**src/rtl/gate_op_arbiter.sv**
```systemverilog
`default_nettype none
// ============================================================================
// Module      : gate_op_arbiter
// Description : Round-robin front end sharing one registered 7-function logic
//               unit between two valid/ready requesters (accept/exec/respond).
// Revision    : 1.0 - initial release
// ============================================================================
module gate_op_arbiter #(
   parameter int W = 8
) (
   input  logic         clk,
   input  logic         rst_n,
   input  logic         req0_valid,
   output logic         req0_ready,
   input  logic [2:0]   req0_op,
   input  logic [W-1:0] req0_a,
   input  logic [W-1:0] req0_b,
   input  logic         req1_valid,
   output logic         req1_ready,
   input  logic [2:0]   req1_op,
   input  logic [W-1:0] req1_a,
   input  logic [W-1:0] req1_b,
   output logic         rsp_valid,
   input  logic         rsp_ready,
   output logic         rsp_id,
   output logic [W-1:0] rsp_data,
   output logic         rsp_err,
   output logic         busy
);

   typedef enum logic [1:0] {
      S_IDLE = 2'd0,
      S_EXEC = 2'd1,
      S_RESP = 2'd2
   } state_t;

   localparam logic [2:0] c_op_and  = 3'd0;
   localparam logic [2:0] c_op_or   = 3'd1;
   localparam logic [2:0] c_op_not  = 3'd2;
   localparam logic [2:0] c_op_nand = 3'd3;
   localparam logic [2:0] c_op_nor  = 3'd4;
   localparam logic [2:0] c_op_xor  = 3'd5;
   localparam logic [2:0] c_op_xnor = 3'd6;

   state_t       r_state;
   state_t       w_state_nxt;
   logic         r_run;
   logic         r_last_grant;
   logic [2:0]   r_op;
   logic [W-1:0] r_a;
   logic [W-1:0] r_b;
   logic         r_id;
   logic [W-1:0] r_rsp_data;
   logic         r_rsp_err;
   logic         r_rsp_id;

   logic         w_idle;
   logic         w_grant0;
   logic         w_grant1;
   logic         w_accept;
   logic         w_rsp_fire;
   logic [W-1:0] w_result;
   logic         w_err;

   // r_run keeps both readies low while reset is held and for one cycle after.
   always_comb begin
      w_idle     = (r_state == S_IDLE);
      w_grant0   = w_idle & r_run & req0_valid & (~req1_valid | r_last_grant);
      w_grant1   = w_idle & r_run & req1_valid & (~req0_valid | ~r_last_grant);
      w_accept   = w_grant0 | w_grant1;
      w_rsp_fire = (r_state == S_RESP) & rsp_ready;
   end

   always_comb begin
      w_state_nxt = S_IDLE;
      case (r_state)
         S_IDLE:  w_state_nxt = w_accept ? S_EXEC : S_IDLE;
         S_EXEC:  w_state_nxt = S_RESP;
         S_RESP:  w_state_nxt = w_rsp_fire ? S_IDLE : S_RESP;
         default: w_state_nxt = S_IDLE;
      endcase
   end

   always_ff @(posedge clk or negedge rst_n) begin
      if (!rst_n) begin
         r_state <= S_IDLE;
         r_run   <= 1'b0;
      end else begin
         r_state <= w_state_nxt;
         r_run   <= 1'b1;
      end
   end

   always_comb begin
      w_result = '0;
      w_err    = 1'b0;
      case (r_op)
         c_op_and:  w_result = r_a & r_b;
         c_op_or:   w_result = r_a | r_b;
         c_op_not:  w_result = ~r_a;
         c_op_nand: w_result = ~(r_a & r_b);
         c_op_nor:  w_result = ~(r_a | r_b);
         c_op_xor:  w_result = r_a ^ r_b;
         c_op_xnor: w_result = ~(r_a ^ r_b);
         default:   w_err    = 1'b1;
      endcase
   end

   always_ff @(posedge clk or negedge rst_n) begin
      if (!rst_n) begin
         r_last_grant <= 1'b1;
         r_op         <= '0;
         r_a          <= '0;
         r_b          <= '0;
         r_id         <= 1'b0;
         r_rsp_data   <= '0;
         r_rsp_err    <= 1'b0;
         r_rsp_id     <= 1'b0;
      end else begin
         if (w_accept) begin
            r_op <= w_grant1 ? req1_op : req0_op;
            r_a  <= w_grant1 ? req1_a  : req0_a;
            r_b  <= w_grant1 ? req1_b  : req0_b;
            r_id <= w_grant1;
         end
         if (r_state == S_EXEC) begin
            r_rsp_data <= w_result;
            r_rsp_err  <= w_err;
            r_rsp_id   <= r_id;
         end
         // Priority flips only once the response has actually been consumed.
         if (w_rsp_fire) begin
            r_last_grant <= r_rsp_id;
         end
      end
   end

   assign req0_ready = w_grant0;
   assign req1_ready = w_grant1;
   assign rsp_valid  = (r_state == S_RESP);
   assign rsp_id     = r_rsp_id;
   assign rsp_data   = r_rsp_data;
   assign rsp_err    = r_rsp_err;
   assign busy       = ~w_idle;

endmodule
`default_nettype wire

```
**config.mk**
```make
export PLATFORM = sky130hd
export DESIGN_NAME = gate_op_arbiter
export DESIGN_NICKNAME = d
export VERILOG_FILES = /design/src/rtl/gate_op_arbiter.sv
export SDC_FILE = /design/constraint.sdc
export NUM_CORES = 1
export LEC_CHECK = 0
export CAP_MARGIN = 20
export CORE_MARGIN = 2
export CORE_UTILIZATION = 45
export DETAILED_ROUTE_END_ITERATION = 8
export PLACE_DENSITY_LB_ADDON = 0.12
export SKIP_LAST_GASP = 1
export SLEW_MARGIN = 30
export SYNTH_ARGS = -nofsm -noshare
export SYNTH_HDL_FRONTEND = slang
export SYNTH_SLANG_ARGS = --single-unit
```
**constraint.sdc**
```tcl
create_clock -name clk -period 1.49 [get_ports clk]
set_input_delay 0.447 -clock clk [delete_from_list [all_inputs] [get_ports clk]]
set_output_delay 0.447 -clock clk [all_outputs]
set_load 0.02 [all_outputs]
```
== Word-level counts from Yosys, hierarchy flattened ==
Cells that the tools add are included.

* Reductions and logical operators: 3
* Multipliers: 0
* Bitwise gates (word level): 20
* $add $sub $neg: 0
* Divide/modulo/power cells: 0
* Mux-type cells: 8
* Shift operators: 0
* Magnitude comparators: 0
* Eq/ne operators: 8

{| class="wikitable"
|+ Operators with widths
! cell !! number
|-
| $pmux 8 s7 || 1
|-
| $not 8->8 || 4
|-
| $mux 8 || 2
|-
| $eq 3x3->1 const B || 3
|-
| $and 8x8->8 || 1
|-
| $or 8x8->8 || 1
|-
| $xor 8x8->8 || 1
|-
| $reduce_or 7->1 || 1
|-
| $and 1x1->1 || 6
|-
| $eq 3x2->1 const B || 2
|-
| $pmux 2 s3 || 1
|-
| $not 1->1 || 4
|-
| $eq 3x1->1 const B || 1
|-
| $logic_not 3->1 || 1
|-
| $mux 3 || 1
|-
| $or 1x1->1 || 3
|-
| $eq 2x1->1 const B || 1
|-
| $eq 2x2->1 const B || 1
|-
| $logic_not 2->1 || 1
|-
| $mux 1 || 2
|-
| $mux 2 || 1
|}

* Register bits: 34
* Memory bits (writable): 0
* Memory bits (read-only): 0
* Bits in latches: 0
* Input bits: 43
* Memories: 0
* Output and inout bits: 14

== Depth between registers and ports, before layout ==
* Depth after elaboration: 7
* Depth in mapped cells: 7
* Mapped depth without buffers: 7

== Worst setup path after synthesis ==
Ideal clock, no wire load.

* Path kind: reg-to-output
* From: reg r_state[0]
* To: out req1_ready
* Setup slack: -0.123 ns
* Required time: 1.043 ns
* Path buffers: 1
* Arrival time: 1.166 ns
* Cell stages (with the launch flop): 6
* Cells stage by stage: dfrtp_1 > or2_4 > nor2_4 > nand3_2 > buf_6 > inv_1

* Longest elaborated chain between the ends: 4

{| class="wikitable"
|+ Ends and longest elaborated chain
! item !! line !! source
|-
| start, declared || 45 || <nowiki>state_t r_state;</nowiki>
|-
| start signal, assigned || 89 || <nowiki>r_state <= w_state_nxt;</nowiki>
|-
| $logic_not 2->1 || 67 || <nowiki>w_idle = (r_state == S_IDLE);</nowiki>
|-
| $and 1x1->1 (3 in a row) || 69 || <nowiki>w_grant1 = w_idle & r_run & req1_valid & (~req0_valid | ~r_last_grant);</nowiki>
|-
| end, declared || 19 || <nowiki>output logic req1_ready,</nowiki>
|}

Every way passes these cells.

== Worst setup path after layout ==
* From: reg r_state[0]
* To: out req0_ready

* Longest elaborated chain between the ends: 4

{| class="wikitable"
|+ Ends and longest elaborated chain
! item !! line !! source
|-
| $logic_not 2->1 || 67 ||
|-
| $and 1x1->1 (3 in a row) || 68 || <nowiki>w_grant0 = w_idle & r_run & req0_valid & (~req1_valid | r_last_grant);</nowiki>
|-
| end, declared || 14 || <nowiki>output logic req0_ready,</nowiki>
|}

Every way passes these cells.

==> results.py <==
metrics = {
    "status": {
        "outcome": "finished, violations left",
        "violations": "negative setup slack",
    },
    "critical_path": {
        "required_ns": 1.04,
        "critPathTopFamily": "simple AND/OR/NAND/NOR gates",
        "cp_slowest_cell": "dfrtp_1",
        "cp_max_fo": 4,
        "rrSetupSlack_ns": -0.01,
        "end_kind": "primary output",
        "r2r_start": "r_state[0]$_DFF_PN0_",
        "crit_arrival_ns": 1.38,
        "rr_worst_depth": 6,
        "cp_num_buf_inv": 1,
        "crit_path_max_incr_delay_ns": 0.38,
        "crit_start": "r_state[0]$_DFF_PN0_",
        "rr_endpoint": "r_b[2]$_DFFE_PN0P_",
        "critPathKind": "reg -> out",
        "cp-start-kind": "flop",
        "path_cells": "or2_4, nor2_4, and3_2, buf_4",
    },
    "final_layout": {
        "final_util_pct": 71.2,
        "drive_gt1_share_pct": 27.2,
        "num_antenna_cells": 0,
        "nFillCells": 371,
        "seq_area_um2": 855,
        "syn2layout_area_growth_pct": 50.3,
        "multi_input_area_um2": 1340,
        "nNetsFinal": 392,
    },
    "pwr": {
        "ir_drop_mv": 0.802,
        "power.leakage_uw": 0.00166,
        "p_total_uw": 6070,
        "p_per_area_nw_per_um2": 1780,
    },
    "cts": {
        "htree_levels": 2,
        "postCtsHoldBufs": 0,
        "path_clk_slew_ns": 0.06,
        "cts_tree": "yes",
        "clock_path_buffers": 2,
        "numCtsBuffers": 5,
        "cts_sinks": 34,
        "clock_latency_ns": 0.28,
        "clk_root_buffer_cell": "clkbuf_8",
    },
    "floorplanning": {
        "start_util_pct": 47.4,
        "dieHeight_um": 75.0,
        "io_pins": 57,
        "coreArea_um2": 4790,
        "die_w_um": 75.0,
        "core.rowCount": 25,
        "die_area_um2": 5620,
    },
    "grt": {
        "grt_pass1_vias": 1824,
        "grt_pass1_wl_um": 8460,
        "grt_start_max_net_pins": 40,
        "overflow": 0,
        "grt_antenna_before_repair": 0,
        "grt_use_total_pct": 19.8,
    },
    "logic_synthesis": {
        "synth_top_cell_area_share_pct": 36.4,
        "yosysSeqAreaShare_pct": 37.6,
        "syn_avg_cell_area_um2": 9.18,
        "synth_warnings": 0,
        "synth-compound-area-share_pct": 20.6,
        "yosys-top-cells-area": "dfrtp_1 (36%), ha_1 (8.8%), mux2i_1 (8.8%), a21oi_1 (7.1%), nor2_1 (4.6%)",
        "synth_top_family_by_area": "compound AO/OA/AOI/OAI gates",
        "synth_top_area_cell": "dfrtp_1",
        "ys_types": 41,
        "yosys.area_share.simple_pct": 13.4,
        "ys_ff_latch": 34,
        "netlist_area_um2": 2270,
        "synth-xor-area-share_pct": 0,
        "synthMuxAreaShare_pct": 10.3,
        "syn-instance-count": 247,
        "synth_nets": 306,
        "synth_adder_area_share_pct": 8.83,
    },
    "drt": {
        "vias": 2015,
        "drtIter0Drc": 93,
        "viasPerCell": 5.02,
        "drtAntennaViolNets": 0,
        "drc": 0,
        "first_pass_iters": 4,
        "post_drt_wl_per_cell_um": 12.4,
        "wl_um": 4980,
    },
    "sta": {
        "fin_hold_ws_ns": 0.478,
        "setup_slack_ns": -0.336,
        "setup-violations-final": 8,
        "fmax_mhz": 548,
        "fin_crit_ns": 1.83,
        "fin_crit_sh_pct": 123,
        "finalClockSkew_ns": 0.00655,
        "rsz0062_at_grt": "yes",
        "slew_viol_final": 0,
        "hold_viol": 0,
    },
    "min_path": {
        "hold_path_end": "rsp_data[2]$_DFFE_PN0N_",
        "whs_path_depth": 2,
        "hold_start": "rsp_data[2]$_DFFE_PN0N_",
        "hold_class": "reg -> reg",
    },
    "place": {
        "post-place-ws_ns": -0.749,
        "hpwlAfterDp_um": 3480,
        "gp_congestion": 0.856,
        "io_buffers": 56,
    },
    "run": {
        "max_cap_violations": 0,
    },
}
## final cells by class
cell class / count / share of cell area [%]
clock buffer: 8 / 2.64
inverter: 24 / 2.86
multi-input combinational: 174 / 39.4
sequential: 34 / 25.1
tap: 67 / 2.46
timing repair buffer: 94 / 27.6
## worst register-to-register path, delay by kind of cell, from the launching register on
kind                   cells  cell delay, ns
AND/OR/NAND/NOR            3            0.53
buffers and inverters      1            0.20
AO/OA/AOI/OAI              1            0.09
multiplexers               1            0.19
flip-flops                 1            0.38
## kinds of logic (layout without fill, tap and decap cells)
| kind of cell | after synthesis | count (layout) |
|---|---|---|
| compound gates | 70 | 70 |
| simple gates | 64 | 64 |
| buf+inv | 39 | 126 |
| flops | 34 | 34 |
| mux | 23 | 23 |
| fa+ha+maj | 16 | 16 |
| other cells | 1 | 1 |
## cells in the mapped netlist
library cell / n
dfrtp_1: 33
a21oi_1: 32
nor2_1: 28
inv_1: 23
mux2i_1: 20
ha_1: 16
nand2_1: 16
o21ai_0: 13
nand2b_1: 7
a22o_1: 5
buf_4: 5
buf_6: 5
buf_2: 4
nor3_1: 4
mux2_2: 3
a2111oi_2: 2
a211o_1: 2
and3_1: 2
and3b_1: 2
o211ai_1: 2
o21ai_1: 2
o221ai_1: 2
a211oi_1: 1
a221o_1: 1
a22oi_1: 1
a311o_1: 1
a31oi_4: 1
a32o_1: 1
a32oi_1: 1
clkbuf_1: 1
conb_1: 1
dfstp_2: 1
inv_2: 1
nand3_2: 1
nor2_4: 1
nor2b_1: 1
o21a_1: 1
o32ai_1: 1
o41ai_2: 1
or2_4: 1
or2b_1: 1
## sequential cells by signal, summed over array words and instances (netlist names)
| signal | flops |
|---|---|
| r_a | 8 |
| r_state | 2 |
| rsp_data | 8 |
| r_run | 1 |
| rsp_err | 1 |
| rsp_id | 1 |
| r_last_grant | 1 |
| r_op | 3 |
| r_b | 8 |
| r_id | 1 |
## metal layers
metal	track usage, %	wire (um)	up-vias
met4	5.36	56	0
met1	26.2	2240	939
met3	4.15	218	4
met2	32.9	2460	46
met5	0	0	-
li1	-	-	1026
## per-stage QoR
stage | area (um2) | std cells | setup TNS (ns)
after floorplan | 2270 | 247 | -0.0548
after global placement | 3040 | 382 | -8.98
after detailed placement | 3040 | 382 | -9.56
after global routing | 3410 | 401 | -2.67
final | 3410 | 401 | -0.985
after CTS | 3290 | 397 | -1.10
## layout by cell type (no fill, tap or decap), types with 3 or more instances in the layout
master	instances
a21oi_1	30
inv_2	3
a22o_1	5
buf_6	8
mux2_2	3
ha_1	10
clkdlybuf4s50_1	41
ha_2	4
o21ai_1	4
nand2_1	15
inv_1	19
buf_12	7
o21ai_0	9
dlygate4sd2_1	11
buf_4	27
nand2b_1	5
dfrtp_1	31
mux2i_1	18
nor3_1	3
nor2_1	25
clkbuf_8	6
## power by group
group | total, uW | leakage (uW) | switching, uW | internal (uW)
clock network | 689 | 0.0000455 | 312 | 376
registers | 1610 | 0.000392 | 288 | 1320
logic | 3770 | 0.00122 | 1850 | 1920
## repair_timing
item | in CTS | in global routing
endpoints found under the setup margin | 39 | 31
gates cloned | 2 | 0
resized for setup | 54 | 29
buffers inserted | 5 | 7
pin swaps | 15 | 13
## how the worst max path moves through the flow
stage / end / slack [ns] / cells after the start
2_1_floorplan: req1_ready / -0.05 / 5
3_3_place_gp: req0_ready / -0.73 / 4
3_5_place_dp: req0_ready / -0.75 / 4
4_1_cts: req0_ready / -0.33 / 4
5_1_grt: req0_ready / -0.39 / 4
6_report: req0_ready / -0.34 / 4
Note: power is estimated with default switching activity, not from simulation.
